### config.mk
export PLATFORM = sky130hd
export DESIGN_NAME = ps2_key_decoder_flat
export DESIGN_NICKNAME = d
export VERILOG_FILES = /design/src/rtl/ps2_key_decoder_pkg.sv /design/src/rtl/ps2_key_decoder_if.sv /design/src/rtl/ps2_key_decoder_rx.sv /design/src/rtl/ps2_key_decoder.sv /design/src/flat_wrapper.sv
export SDC_FILE = /design/constraint.sdc
export NUM_CORES = 1
export LEC_CHECK = 0
export ABC_AREA = 1
export CORE_UTILIZATION = 55
export CTS_BUF_LIST = sky130_fd_sc_hd__clkbuf_4 sky130_fd_sc_hd__clkbuf_8 sky130_fd_sc_hd__clkbuf_16
export DETAILED_ROUTE_END_ITERATION = 12
export GPL_TIMING_DRIVEN = 0
export PLACE_DENSITY = 0.78
export SLEW_MARGIN = 40
export SYNTH_ARGS = -nofsm -noshare
export SYNTH_HDL_FRONTEND = slang
export SYNTH_HIERARCHICAL = 1
export SYNTH_SLANG_ARGS = --single-unit
### constraint.sdc
create_clock -name clk -period 3.65 [get_ports clk]
set_input_delay 0.365 -clock clk [delete_from_list [all_inputs] [get_ports clk]]
set_output_delay 0.365 -clock clk [all_outputs]
set_load 0.02 [all_outputs]
### src/rtl/ps2_key_decoder_pkg.sv
// ps2_key_decoder_pkg: prefix/modifier codes, rx state encoding, decoder state and set-2 to ASCII map
package ps2_key_decoder_pkg;
  localparam logic [7:0] PFX_EXT = 8'hE0;
  localparam logic [7:0] PFX_BRK = 8'hF0;
  localparam logic [7:0] KEY_LSHIFT = 8'h12;
  localparam logic [7:0] KEY_RSHIFT = 8'h59;
  localparam logic [7:0] KEY_CAPS = 8'h58;
  typedef enum logic [1:0] {RX_IDLE, RX_DATA, RX_PARITY, RX_STOP} rx_state_t;
  typedef struct packed {
    logic       ext, brk, lsh, rsh, caps;
    logic [7:0] held, ascii, scan;
    logic       sv, kb, ek, perr;
  } dec_t;
  function automatic logic [7:0] ascii_map(input logic [7:0] code, input logic shift, input logic caps);
    logic [7:0] let_c;
    logic [15:0] sym;
    let_c = 8'h00;
    sym = 16'h0000;
    case (code)
      8'h1C: let_c = "a";  8'h32: let_c = "b";  8'h21: let_c = "c";  8'h23: let_c = "d";
      8'h24: let_c = "e";  8'h2B: let_c = "f";  8'h34: let_c = "g";  8'h33: let_c = "h";
      8'h43: let_c = "i";  8'h3B: let_c = "j";  8'h42: let_c = "k";  8'h4B: let_c = "l";
      8'h3A: let_c = "m";  8'h31: let_c = "n";  8'h44: let_c = "o";  8'h4D: let_c = "p";
      8'h15: let_c = "q";  8'h2D: let_c = "r";  8'h1B: let_c = "s";  8'h2C: let_c = "t";
      8'h3C: let_c = "u";  8'h2A: let_c = "v";  8'h1D: let_c = "w";  8'h22: let_c = "x";
      8'h35: let_c = "y";  8'h1A: let_c = "z";
      default: ;
    endcase
    // sym packs {shifted, unshifted}
    case (code)
      8'h45: sym = {")", "0"};  8'h16: sym = {"!", "1"};  8'h1E: sym = {"@", "2"};
      8'h26: sym = {"#", "3"};  8'h25: sym = {"$", "4"};  8'h2E: sym = {"%", "5"};
      8'h36: sym = {"^", "6"};  8'h3D: sym = {"&", "7"};  8'h3E: sym = {"*", "8"};
      8'h46: sym = {"(", "9"};  8'h0E: sym = {"~", 8'h60}; 8'h4E: sym = {"_", "-"};
      8'h55: sym = {"+", "="};  8'h54: sym = {"{", "["};  8'h5B: sym = {"}", "]"};
      8'h5D: sym = {"|", 8'h5C}; 8'h4C: sym = {":", ";"};  8'h52: sym = {8'h22, 8'h27};
      8'h41: sym = {"<", ","};  8'h49: sym = {">", "."};  8'h4A: sym = {"?", "/"};
      8'h5A: sym = {8'h0D, 8'h0D}; 8'h66: sym = {8'h08, 8'h08}; 8'h29: sym = {8'h20, 8'h20};
      8'h0D: sym = {8'h09, 8'h09}; 8'h76: sym = {8'h1B, 8'h1B};
      default: ;
    endcase
    return (let_c != 8'h00) ? ((shift ^ caps) ? let_c - 8'h20 : let_c) : (shift ? sym[15:8] : sym[7:0]);
  endfunction
endpackage

### src/rtl/ps2_key_decoder_if.sv
// ps2_key_decoder_if: decoded key event bus from the decoder (master) to the keystroke FIFO (slave)
interface ps2_key_decoder_if;
  logic [7:0] ascii_key, scan_code;
  logic       scan_valid, key_break, ext_key, shift_on, caps_on, parity_err;
  modport master(output ascii_key, scan_code, scan_valid, key_break, ext_key, shift_on, caps_on, parity_err);
  modport slave(input ascii_key, scan_code, scan_valid, key_break, ext_key, shift_on, caps_on, parity_err);
endinterface

### src/rtl/ps2_key_decoder_rx.sv
// ps2_key_decoder_rx: pad synchronisers, ps2_clk glitch filter and 11-bit frame receiver.
// PS2_TIMEOUT_EN adds a mid-frame idle timeout that aborts the frame.
module ps2_key_decoder_rx
  import ps2_key_decoder_pkg::*;
#(
  parameter int FILTER_LEN = 4,
  parameter int TIMEOUT_CYCLES = 50000
) (
  input  logic       clk,
  input  logic       rst_n,
  input  logic       ps2_clk_i,
  input  logic       ps2_data_i,
  output logic [7:0] byte_o,
  output logic       byte_valid_o,
  output logic       frame_err_o
);
  localparam int FW = $clog2(FILTER_LEN + 1);
  logic [1:0] clk_sync_q, dat_sync_q;
  logic [FW-1:0] flt_cnt_q;
  logic filt_q, flt_edge, fall, dat, timeout;
  rx_state_t state_q, state_d;
  logic [2:0] bits_q, bits_d;
  logic [7:0] sr_q, sr_d;
  logic par_q, par_d;
  assign flt_edge = (clk_sync_q[1] != filt_q) && (flt_cnt_q == FW'(FILTER_LEN - 1));
  assign fall = flt_edge & filt_q;
  assign dat = dat_sync_q[1];
  assign byte_o = sr_q;
`ifdef PS2_TIMEOUT_EN
  localparam int TW = $clog2(TIMEOUT_CYCLES + 1);
  logic [TW-1:0] to_q;
  assign timeout = (state_q != RX_IDLE) && !flt_edge && (to_q == TW'(TIMEOUT_CYCLES - 1));
  always_ff @(posedge clk or negedge rst_n)
    if (!rst_n) to_q <= '0;
    else to_q <= (flt_edge || state_q == RX_IDLE) ? '0 : to_q + 1'b1;
`else
  assign timeout = 1'b0 && (TIMEOUT_CYCLES > 0);
`endif
  always_comb begin
    state_d = state_q;
    bits_d = bits_q;
    sr_d = sr_q;
    par_d = par_q;
    byte_valid_o = 1'b0;
    frame_err_o = 1'b0;
    if (fall)
      case (state_q)
        RX_IDLE: if (!dat) begin
          state_d = RX_DATA;
          bits_d = 3'd0;
          par_d = 1'b0;
        end
        RX_DATA: begin
          sr_d = {dat, sr_q[7:1]};
          par_d = par_q ^ dat;
          bits_d = bits_q + 3'd1;
          state_d = (bits_q == 3'd7) ? RX_PARITY : RX_DATA;
        end
        RX_PARITY: begin
          par_d = par_q ^ dat;
          state_d = RX_STOP;
        end
        RX_STOP: begin
          state_d = RX_IDLE;
          byte_valid_o = dat & par_q;
          frame_err_o = ~(dat & par_q);
        end
      endcase
    if (timeout) begin
      state_d = RX_IDLE;
      frame_err_o = 1'b1;
    end
  end
  always_ff @(posedge clk or negedge rst_n)
    if (!rst_n) begin
      clk_sync_q <= 2'b11;
      dat_sync_q <= 2'b11;
      filt_q <= 1'b1;
      flt_cnt_q <= '0;
      state_q <= RX_IDLE;
      bits_q <= '0;
      sr_q <= '0;
      par_q <= 1'b0;
    end else begin
      clk_sync_q <= {clk_sync_q[0], ps2_clk_i};
      dat_sync_q <= {dat_sync_q[0], ps2_data_i};
      flt_cnt_q <= (flt_edge || clk_sync_q[1] == filt_q) ? '0 : flt_cnt_q + 1'b1;
      if (flt_edge) filt_q <= clk_sync_q[1];
      state_q <= state_d;
      bits_q <= bits_d;
      sr_q <= sr_d;
      par_q <= par_d;
    end
endmodule

### src/rtl/ps2_key_decoder.sv
// ps2_key_decoder: PS/2 keyboard front end; E0/F0 prefix and modifier tracking, set-2 to ASCII.
// PS2_TIMEOUT_EN enables the receiver's mid-frame timeout.
module ps2_key_decoder
  import ps2_key_decoder_pkg::*;
#(
  parameter int FILTER_LEN = 4,
  parameter int TIMEOUT_CYCLES = 50000
) (
  input  logic clk,
  input  logic rst_n,
  input  logic ps2_clk,
  input  logic ps2_data,
  ps2_key_decoder_if.master key
);
  logic [7:0] rx_byte, mapped;
  logic rx_valid, rx_err;
  dec_t st_q, st_d;
  ps2_key_decoder_rx #(.FILTER_LEN(FILTER_LEN), .TIMEOUT_CYCLES(TIMEOUT_CYCLES)) u_rx (
    .clk(clk), .rst_n(rst_n), .ps2_clk_i(ps2_clk), .ps2_data_i(ps2_data),
    .byte_o(rx_byte), .byte_valid_o(rx_valid), .frame_err_o(rx_err)
  );
  always_comb begin
    mapped = ascii_map(rx_byte, st_q.lsh | st_q.rsh, st_q.caps);
    st_d = st_q;
    st_d.sv = 1'b0;
    st_d.perr = 1'b0;
    if (rx_err) begin
      st_d.perr = 1'b1;
      st_d.ext = 1'b0;
      st_d.brk = 1'b0;
    end else if (rx_valid) begin
      if (rx_byte == PFX_EXT) st_d.ext = 1'b1;
      else if (rx_byte == PFX_BRK) st_d.brk = 1'b1;
      else begin
        st_d.sv = 1'b1;
        st_d.scan = rx_byte;
        st_d.kb = st_q.brk;
        st_d.ek = st_q.ext;
        st_d.ext = 1'b0;
        st_d.brk = 1'b0;
        // extended codes never map and never touch modifiers or the held key
        if (!st_q.ext) begin
          if (rx_byte == KEY_LSHIFT) st_d.lsh = !st_q.brk;
          if (rx_byte == KEY_RSHIFT) st_d.rsh = !st_q.brk;
          if (rx_byte == KEY_CAPS && !st_q.brk) st_d.caps = !st_q.caps;
          if (!st_q.brk && mapped != 8'h00) begin
            st_d.ascii = mapped;
            st_d.held = rx_byte;
          end
          if (st_q.brk && rx_byte == st_q.held) st_d.ascii = 8'h00;
        end
      end
    end
  end
  always_ff @(posedge clk or negedge rst_n)
    if (!rst_n) st_q <= '0;
    else st_q <= st_d;
  assign key.ascii_key = st_q.ascii;
  assign key.scan_code = st_q.scan;
  assign key.scan_valid = st_q.sv;
  assign key.key_break = st_q.kb;
  assign key.ext_key = st_q.ek;
  assign key.shift_on = st_q.lsh | st_q.rsh;
  assign key.caps_on = st_q.caps;
  assign key.parity_err = st_q.perr;
endmodule
### src/flat_wrapper.sv
// flat-port wrapper written by rule: the top's interface ports become plain ports
module ps2_key_decoder_flat import ps2_key_decoder_pkg::*;
#(
  parameter int FILTER_LEN = 4,
  parameter int TIMEOUT_CYCLES = 50000
)
  (clk, rst_n, ps2_clk, ps2_data, key_ascii_key, key_scan_code, key_scan_valid, key_key_break, key_ext_key, key_shift_on, key_caps_on, key_parity_err);
  ps2_key_decoder_if key_i ();
  input  logic clk;
  input  logic rst_n;
  input  logic ps2_clk;
  input  logic ps2_data;
  output wire logic [$bits(key_i.ascii_key)-1:0] key_ascii_key;
  output wire logic [$bits(key_i.scan_code)-1:0] key_scan_code;
  output wire logic [$bits(key_i.scan_valid)-1:0] key_scan_valid;
  output wire logic [$bits(key_i.key_break)-1:0] key_key_break;
  output wire logic [$bits(key_i.ext_key)-1:0] key_ext_key;
  output wire logic [$bits(key_i.shift_on)-1:0] key_shift_on;
  output wire logic [$bits(key_i.caps_on)-1:0] key_caps_on;
  output wire logic [$bits(key_i.parity_err)-1:0] key_parity_err;
  assign key_ascii_key = key_i.ascii_key;
  assign key_scan_code = key_i.scan_code;
  assign key_scan_valid = key_i.scan_valid;
  assign key_key_break = key_i.key_break;
  assign key_ext_key = key_i.ext_key;
  assign key_shift_on = key_i.shift_on;
  assign key_caps_on = key_i.caps_on;
  assign key_parity_err = key_i.parity_err;
  ps2_key_decoder #(.FILTER_LEN(FILTER_LEN), .TIMEOUT_CYCLES(TIMEOUT_CYCLES)) u_core (.clk(clk), .rst_n(rst_n), .ps2_clk(ps2_clk), .ps2_data(ps2_data), .key(key_i));
endmodule
==> results of run 1 <==
-- repair_timing --
action | in CTS | in global routing
gates resized for setup | 0 | 0
hold endpoints to repair | 13 | 0
buffers inserted | 0 | 0
hold buffers | 1 | 0
-- cells by family (layout without fill, tap and decap cells) --
logic type | count (synthesis) | count (layout)
AND/OR/NAND/NOR | 376 | 376
buffers and inverters | 82 | 117
XOR/XNOR | 4 | 4
adder cells (fa/ha/maj) | 10 | 10
AO/OA/AOI/OAI | 49 | 49
flip-flops | 55 | 55
-- final cells by class --
| class | count | area, µm² |
|---|---|---|
| timing repair buffer | 27 | 277.8 |
| inverter | 57 | 214.0 |
| multi-input combinational | 439 | 2072 |
| clock inverter | 1 | 5.005 |
| tap | 96 | 120.1 |
| clock buffer | 7 | 90.09 |
| fill | 635 | 2437 |
| sequential | 55 | 1383 |
| buffer | 25 | 195.2 |
-- metrics by stage --
step           instances  hold slack, ns  utilization (%)  total power, µW
6_report             707          0.3629            64.13             1134
4_1_cts              707          0.3641            64.13             1137
2_1_floorplan        576         0.06941                -            747.4
5_1_grt              707          0.3660            64.13             1188
3_5_place_dp         698          0.2273            62.58            791.3
3_3_place_gp         697          0.3464            62.32            780.5
-- registers in the layout, summed over array words and instances, names as in the netlist, 2 cells and up, named ones only --
name,flops
u_core/u_rx/clk_sync_q,2
u_core/u_rx/bits_q,3
u_core/u_rx/flt_cnt_q,3
u_core/st_q,12
u_core/u_rx/byte_o,8
u_core/key.ascii_key,8
u_core/key.scan_code,8
u_core/u_rx/dat_sync_q,2
-- per-layer routing --
metal / vias to the layer above / global-route usage (%) / routed length, µm
met5: - / 0 / 0
li1: 1875 / - / -
met2: 137 / 45.67 / 4456
met3: 2 / 5.967 / 723
met1: 1712 / 41.51 / 4681
met4: 0 / 5.909 / 25
-- critical path, delay by kind of cell, from the launching register on --
kind                     cells  cell delay, ns
AND/OR/NAND/NOR             14            1.67
buffers and inverters        5            0.66
flip-flops                   1            0.40
adder cells (fa/ha/maj)      1            0.27
AO/OA/AOI/OAI                1            0.06
-- power groups by stage --
stage | sequential [µW] | combinational [µW] | clock, µW
after floorplan | 666 | 81.3 | 0
after global placement | 670 | 111 | 0
after detailed placement | 672 | 120 | 0
after CTS | 660 | 121 | 356
after global routing | 664 | 142 | 382
final | 660 | 121 | 354
-- cell usage in the layout, fill, tap and decap left out, types with 2 or more instances in the layout --
master | Yosys | final
nand2_1 | 193 | 193
nor2_1 | 93 | 93
dfrtp_1 | 50 | 50
inv_1 | 47 | 47
nand3_1 | 43 | 43
clkdlybuf4s50_1 | 0 | 24
o21ai_0 | 20 | 20
buf_4 | 16 | 17
nand2_2 | 10 | 10
ha_1 | 10 | 10
nor2_2 | 9 | 9
inv_2 | 9 | 9
a21oi_1 | 9 | 9
nor3_1 | 8 | 8
o21ai_1 | 8 | 8
o21ai_2 | 7 | 7
clkbuf_8 | 0 | 6
nand4_1 | 6 | 6
buf_6 | 5 | 5
dfstp_2 | 5 | 5
buf_2 | 3 | 3
nand3b_1 | 3 | 3
xor2_1 | 2 | 2
a21boi_1 | 2 | 2
nand3_4 | 2 | 2
nor4_1 | 2 | 2
xnor2_1 | 2 | 2
-- worst max-delay path by stage --
stage / startpoint / end / slack [ns] / cells past startpoint
global placement: u_core/u_rx/byte_o[2]$_DFFE_PN0P_ / u_core/st_q[25]$_DFFE_PN0P_ / 0.59 / 21
detailed placement: u_core/u_rx/byte_o[2]$_DFFE_PN0P_ / u_core/st_q[24]$_DFFE_PN0P_ / 0.57 / 21
global route: u_core/u_rx/byte_o[7]$_DFFE_PN0P_ / u_core/key.ascii_key[5]$_DFFE_PN0P_ / 0.18 / 20
CTS: u_core/u_rx/byte_o[2]$_DFFE_PN0P_ / u_core/st_q[26]$_DFFE_PN0P_ / 0.55 / 21
floorplan: u_core/u_rx/byte_o[2]$_DFFE_PN0P_ / u_core/st_q[25]$_DFFE_PN0P_ / 1.21 / 21
finish: u_core/u_rx/byte_o[2]$_DFFE_PN0P_ / u_core/st_q[24]$_DFFE_PN0P_ / 0.51 / 21
==> results.sh, run 1 <==
export IMPL_status="finished clean"
export IMPL_gr_total_overflow=0
export IMPL_hold_class="register to register"
export IMPL_maxCapViolations=0
export IMPL_wl_per_cell_um=13.98
export IMPL_cts_sinks=55
export IMPL_setup_tns_ns=0
export IMPL_drc=0
export IMPL_crit_path_frequent_cell="nand2_1"
export IMPL_synthAdderAreaFrac_pct=3.238
export IMPL_h_tree_depth=2
export IMPL_die_h_um=85.82
export IMPL_grt_antenna_before_repair=0
export IMPL_post_route_period_util_pct=85.91
export IMPL_yosysTopAreaCell="dfrtp_1"
export IMPL_p_leak_uw=0.002443
export IMPL_rr_worst_depth=21
export IMPL_vias=3726
export IMPL_hold_viol=0
export IMPL_path_class="register to register"
export IMPL_pwr_share_comb_pct=10.6
export IMPL_setup_worst_path_start_class="register"
export IMPL_clockRootBuffer="clkbuf_8"
export IMPL_p_clk_share_pct=31.2
export IMPL_syn_cell_area_um2=3864
export IMPL_reg2reg_from="u_core/u_rx/byte_o[2]$_DFFE_PN0P_"
export IMPL_synth_fp_nets=590
export IMPL_reg2reg_to="u_core/st_q[24]$_DFFE_PN0P_"
export IMPL_whs_endpoint="u_core/u_rx/dat_sync_q[1]$_DFF_PN1_"
export IMPL_area_delta_synth_final_pct=12.76
export IMPL_synth_area_per_cell_um2=6.708
export IMPL_grt_use_total_pct=28.96
export IMPL_yosys_top_cells_area="dfrtp_1 (32%), nand2_1 (19%), nor2_1 (9.0%)"
export IMPL_clock_fmax_mhz=318.9
export IMPL_cts_path_max_buffers=2
export IMPL_postSynthCellCount=576
export IMPL_p_int_uw=836.3
export IMPL_antennaDiodeCount=0
export IMPL_cts_buffers=5
export IMPL_grt_pass1_wl_um=16580
export IMPL_setup_viol=0
export IMPL_synthMuxAreaShare_pct=0
export IMPL_num_nets_final=624
export IMPL_initial_core_util_pct=56.87
export IMPL_synth_xor_area_share_pct=0.9067
export IMPL_synth_most_common_cell="nand2_1"
export IMPL_cp_required_ns=3.90
export IMPL_synth_edf_count=0
export IMPL_end_kind="register"
export IMPL_yosysSeqAreaShare_pct=35.78
export IMPL_yosys_cell_types_count=37
export IMPL_postSynth_asyncResetShare_pct=100.0
export IMPL_hpwl_um=7630
export IMPL_synth_top_family_by_area="simple AND/OR/NAND/NOR gates"
export IMPL_via_per_inst=5.270
export IMPL_grt_max_degree=43
export IMPL_ff2ff_setup_slack_ns=0.51
export IMPL_yosysWarnings=6
export IMPL_irDropWorstVdd_v=0.0002665
export IMPL_core_um2=6794
export IMPL_min_period_ns=3.136
export IMPL_synth_compound_area_share_pct=7.416
export IMPL_totalWireLength_um=9886
export IMPL_relSlewSlack_pct=65.96
export IMPL_first_iter_violations=294
export IMPL_crit_chain="buf_2 -> inv_2 -> nand2_1 -> nor2_1 -> nand2_1 -> nand2_1 -> nor2_1 -> nand2_1 -> nor2_2 -> nand2_1 -> inv_1 -> ha_1 -> inv_1 -> nand2_1 -> nand2_1 -> nor2_1 -> nand3_2 -> nand3_4 -> buf_6 -> nand2_2 -> o21ai_2"
export IMPL_first_pass_iters=5
export IMPL_synth_top_area_share_pct=32.38
export IMPL_ios=26
export IMPL_p_sw_share_pct=26.26
export IMPL_path_max_fanout=10
export IMPL_yosys_area_share_simple_pct=42.07
export IMPL_clk_latency_ns=0.31
export IMPL_clk_pin_slew_ns=0.10
export IMPL_whs_path_depth=0
export IMPL_design_area_um2=4357
export IMPL_cp_arrival_ns=3.38
export IMPL_skew_ns=0.01075
export IMPL_power_density_nw_per_um2=260.3
export IMPL_slew_viol_final=0
export IMPL_worst_slew_pin_slew_ns=0.5087
export IMPL_drt_antenna_violating_nets=0
export IMPL_rsz0062_at_grt="no"
export IMPL_drive_gt1_share_pct=13.42
export IMPL_tritoncts="done"
export IMPL_finalWorstSetupSlack_ns=0.5142
export IMPL_ys_ff_latch=55
export IMPL_port_buffer_count=25
export IMPL_grt_pass1_vias=3423
export IMPL_gp_congestion=0.9300
export IMPL_die_w_um=85.82
export IMPL_synth_ff_type="dfrtp_1"
export IMPL_dp_slack_ns=0.5743
export IMPL_rows=30
export IMPL_cp_slowest_stage_delay_ns=0.40
export IMPL_synth_common_cells="nand2_1 (193), nor2_1 (93), dfrtp_1 (50)"
export IMPL_p_seq_share_pct=58.2
export IMPL_worst_hold_startpoint="u_core/u_rx/dat_sync_q[0]$_DFF_PN1_"
export IMPL_place_area_um2=4252
export IMPL_p_switching_uw=297.9
export IMPL_worst_path_max_delay_cell="dfrtp_1"
export IMPL_die_area_um2=7364
(Power assumes the default switching activity.)
==> run 2: changes to the inputs <==
CORE_MARGIN = 2   (was not set)
HOLD_SLACK_MARGIN = 0.15   (was not set)
MAX_ROUTING_LAYER = met4   (was not set)
==> run 2 against run 1 <==
Worst setup slack got worse by 0.014 ns. Core utilization rose by 0.28 points. Routed wire length rose by 1.0%. Sequential share of layout area fell by 0.14 points. Sequential power barely moved. Maximum frequency fell by 0.46%. Sequential cell count did not move. Non-clock buffer count did not move.
==> results.sh, run 2 (same netlist as run 1, synthesis figures left out) <==
export IMPL_ff2ff_setup_slack_ns=0.50
export IMPL_wl_per_cell_um=14.13
export IMPL_grt_pass1_vias=3488
export IMPL_p_leak_uw=0.002446
export IMPL_setup_tns_ns=0
export IMPL_core_um2=6794
export IMPL_crit_chain="buf_2 -> inv_2 -> nand2_1 -> nor2_1 -> nand2_1 -> nand2_1 -> nor2_1 -> nand2_1 -> nor2_2 -> nand2_1 -> inv_1 -> ha_1 -> inv_1 -> nand2_1 -> nand2_1 -> nor2_1 -> nand3_2 -> nand3_4 -> buf_6 -> nand3_1 -> nand2_1"
export IMPL_setup_worst_path_start_class="register"
export IMPL_worst_slew_pin_slew_ns=0.5870
export IMPL_skew_ns=0.01319
export IMPL_post_route_period_util_pct=86.31
export IMPL_crit_family="simple AND/OR/NAND/NOR gates"
export IMPL_cp_arrival_ns=3.39
export IMPL_crit_path_frequent_cell="nand2_1"
export IMPL_cp_required_ns=3.89
export IMPL_first_pass_iters=5
export IMPL_clk_pin_slew_ns=0.09
export IMPL_cp_buffers_inverters=5
export IMPL_grt_antenna_before_repair=0
export IMPL_port_buffer_count=25
export IMPL_h_tree_depth=2
export IMPL_gp_congestion=1.004
export IMPL_slew_viol_final=0
export IMPL_cts_buffers=5
export IMPL_largest_reg_flops=12
export IMPL_grt_use_total_pct=28.36
export IMPL_drc=0
export IMPL_path_max_fanout=10
export IMPL_worst_hold_startpoint="u_core/u_rx/clk_sync_q[0]$_DFF_PN1_"
export IMPL_status="finished clean"
export IMPL_area_delta_synth_final_pct=13.24
export IMPL_cp_slowest_stage_delay_ns=0.41
export IMPL_drive_gt1_share_pct=13.42
export IMPL_whs_path_depth=0
export IMPL_clockRootBuffer="clkbuf_8"
export IMPL_fill_cells=604
export IMPL_min_period_ns=3.150
export IMPL_worst_path_max_delay_cell="nor2_1"
export IMPL_whs_endpoint="u_core/u_rx/clk_sync_q[1]$_DFF_PN1_"
export IMPL_place_area_um2=4252
export IMPL_grt_max_degree=40
export IMPL_grt_pass1_wl_um=16680
export IMPL_maxCapViolations=0
export IMPL_end_kind="register"
export IMPL_ios=26
export IMPL_relSlewSlack_pct=60.72
export IMPL_hpwl_um=7861
export IMPL_clk_latency_ns=0.31
export IMPL_regMostFlops="u_core/st_q"
export IMPL_die_w_um=87.82
export IMPL_rows=30
export IMPL_rsz0062_at_grt="no"
export IMPL_gr_total_overflow=0
export IMPL_irDropWorstVdd_v=0.0002568
export IMPL_via_per_inst=5.289
export IMPL_totalWireLength_um=9989
export IMPL_register_area_um2=1383
export IMPL_cts_resized=0
export IMPL_path_class="register to register"
export IMPL_hold_viol=0
export IMPL_hold_class="register to register"
export IMPL_final_common_cell="nand2_1"
export IMPL_multi_input_area_um2=2072
export IMPL_mostFrequentLayoutCells="nand2_1 (193), nor2_1 (93), dfrtp_1 (50), inv_1 (47), nand3_1 (43)"
export IMPL_cts_path_max_buffers=2
export IMPL_antennaDiodeCount=0
export IMPL_drt_antenna_violating_nets=0
export IMPL_vias=3739
export IMPL_design_area_um2=4375
export IMPL_num_nets_final=624
export IMPL_setup_viol=0
export IMPL_clock_fmax_mhz=317.4
export IMPL_tritoncts="done"
export IMPL_reg2reg_from="u_core/u_rx/byte_o[2]$_DFFE_PN0P_"
export IMPL_power_density_nw_per_um2=268.9
export IMPL_initial_core_util_pct=56.87
export IMPL_reg2reg_to="u_core/key.ascii_key[1]$_DFFE_PN0P_"
export IMPL_die_area_um2=7711
export IMPL_rr_worst_depth=21
export IMPL_die_h_um=87.82
export IMPL_first_iter_violations=324
export IMPL_cts_sinks=55
[run 2: cell types whose count changed in the layout (fill, tap and decap cells not counted)]
cell        change
clkbuf_8        -1
clkinv_2        -1
bufinv_16       +1
clkinvlp_4      +1
[run 2: worst max-delay path by stage]
stage                                      startpoint  cells after the start                             endpoint  slack, ns
floorplan           u_core/u_rx/byte_o[2]$_DFFE_PN0P_                     21          u_core/st_q[25]$_DFFE_PN0P_       1.21
global route        u_core/u_rx/byte_o[2]$_DFFE_PN0P_                     21  u_core/key.ascii_key[1]$_DFFE_PN0P_       0.33
global placement    u_core/u_rx/byte_o[7]$_DFFE_PN0P_                     20          u_core/st_q[24]$_DFFE_PN0P_       0.60
CTS                 u_core/u_rx/byte_o[2]$_DFFE_PN0P_                     21  u_core/key.ascii_key[1]$_DFFE_PN0P_       0.57
detailed placement  u_core/u_rx/byte_o[7]$_DFFE_PN0P_                     20          u_core/st_q[25]$_DFFE_PN0P_       0.59
finish              u_core/u_rx/byte_o[2]$_DFFE_PN0P_                     21  u_core/key.ascii_key[1]$_DFFE_PN0P_       0.50
[run 2: through the flow]
stage,total power (µW),hold WS (ns),setup slack [ns],util [%],cells
after global routing,1239,0.3631,0.3287,64.40,707
after CTS,1191,0.3612,0.5680,64.40,707
after global placement,781.3,0.3455,0.5962,62.32,697
after detailed placement,788.7,0.2437,0.5864,62.58,698
final,1177,0.3596,0.4997,64.40,707
after floorplan,747.4,0.06941,1.212,-,576
[run 2: final cells by class]
type	instances	area share, %
inverters	57	4.890
multi-input cells	439	47.35
clock buffers	6	1.744
clock inverters	2	0.8579
repair buffers	27	6.348
well taps	96	2.745
flip-flops and latches	55	31.60
plain buffers	25	4.461
[run 2: timing repair]
item | 4_1_cts | 5_1_grt
hold buffers | 1 | 0
buffers inserted | 0 | 0
endpoints found under the setup margin | 0 | 0
endpoints found under the hold margin | 13 | 0
[run 2: worst register-to-register path, cell delays in order, from the launching register on]
cell and delay [ns]:
dfrtp_1 0.40, buf_2 0.19, inv_2 0.16, nand2_1 0.16, nor2_1 0.41, nand2_1 0.19, nand2_1 0.09, nor2_1 0.04
nand2_1 0.11, nor2_2 0.07, nand2_1 0.09, inv_1 0.07, ha_1 0.27, inv_1 0.03, nand2_1 0.06, nand2_1 0.06
nor2_1 0.12, nand3_2 0.14, nand3_4 0.13, buf_6 0.16, nand3_1 0.08, nand2_1 0.07
[run 2: power breakdown]
part | internal [µW] | leakage [µW] | total [µW] | switching [µW]
clock network | 212 | 0.0000548 | 400 | 188
logic | 37.5 | 0.00164 | 118 | 80.3
registers | 638 | 0.000749 | 659 | 21.2
[run 2: routing by layer]
metal | track usage (%) | share of wire, % | wire length [µm] | vias up
met5 | - | 0 | 0 | -
met4 | 8.531 | 1.9 | 192 | 0
met3 | 3.582 | 6.3 | 629 | 20
met2 | 42.63 | 46 | 4546 | 128
met1 | 40.05 | 46 | 4619 | 1723
li1 | - | - | - | 1868
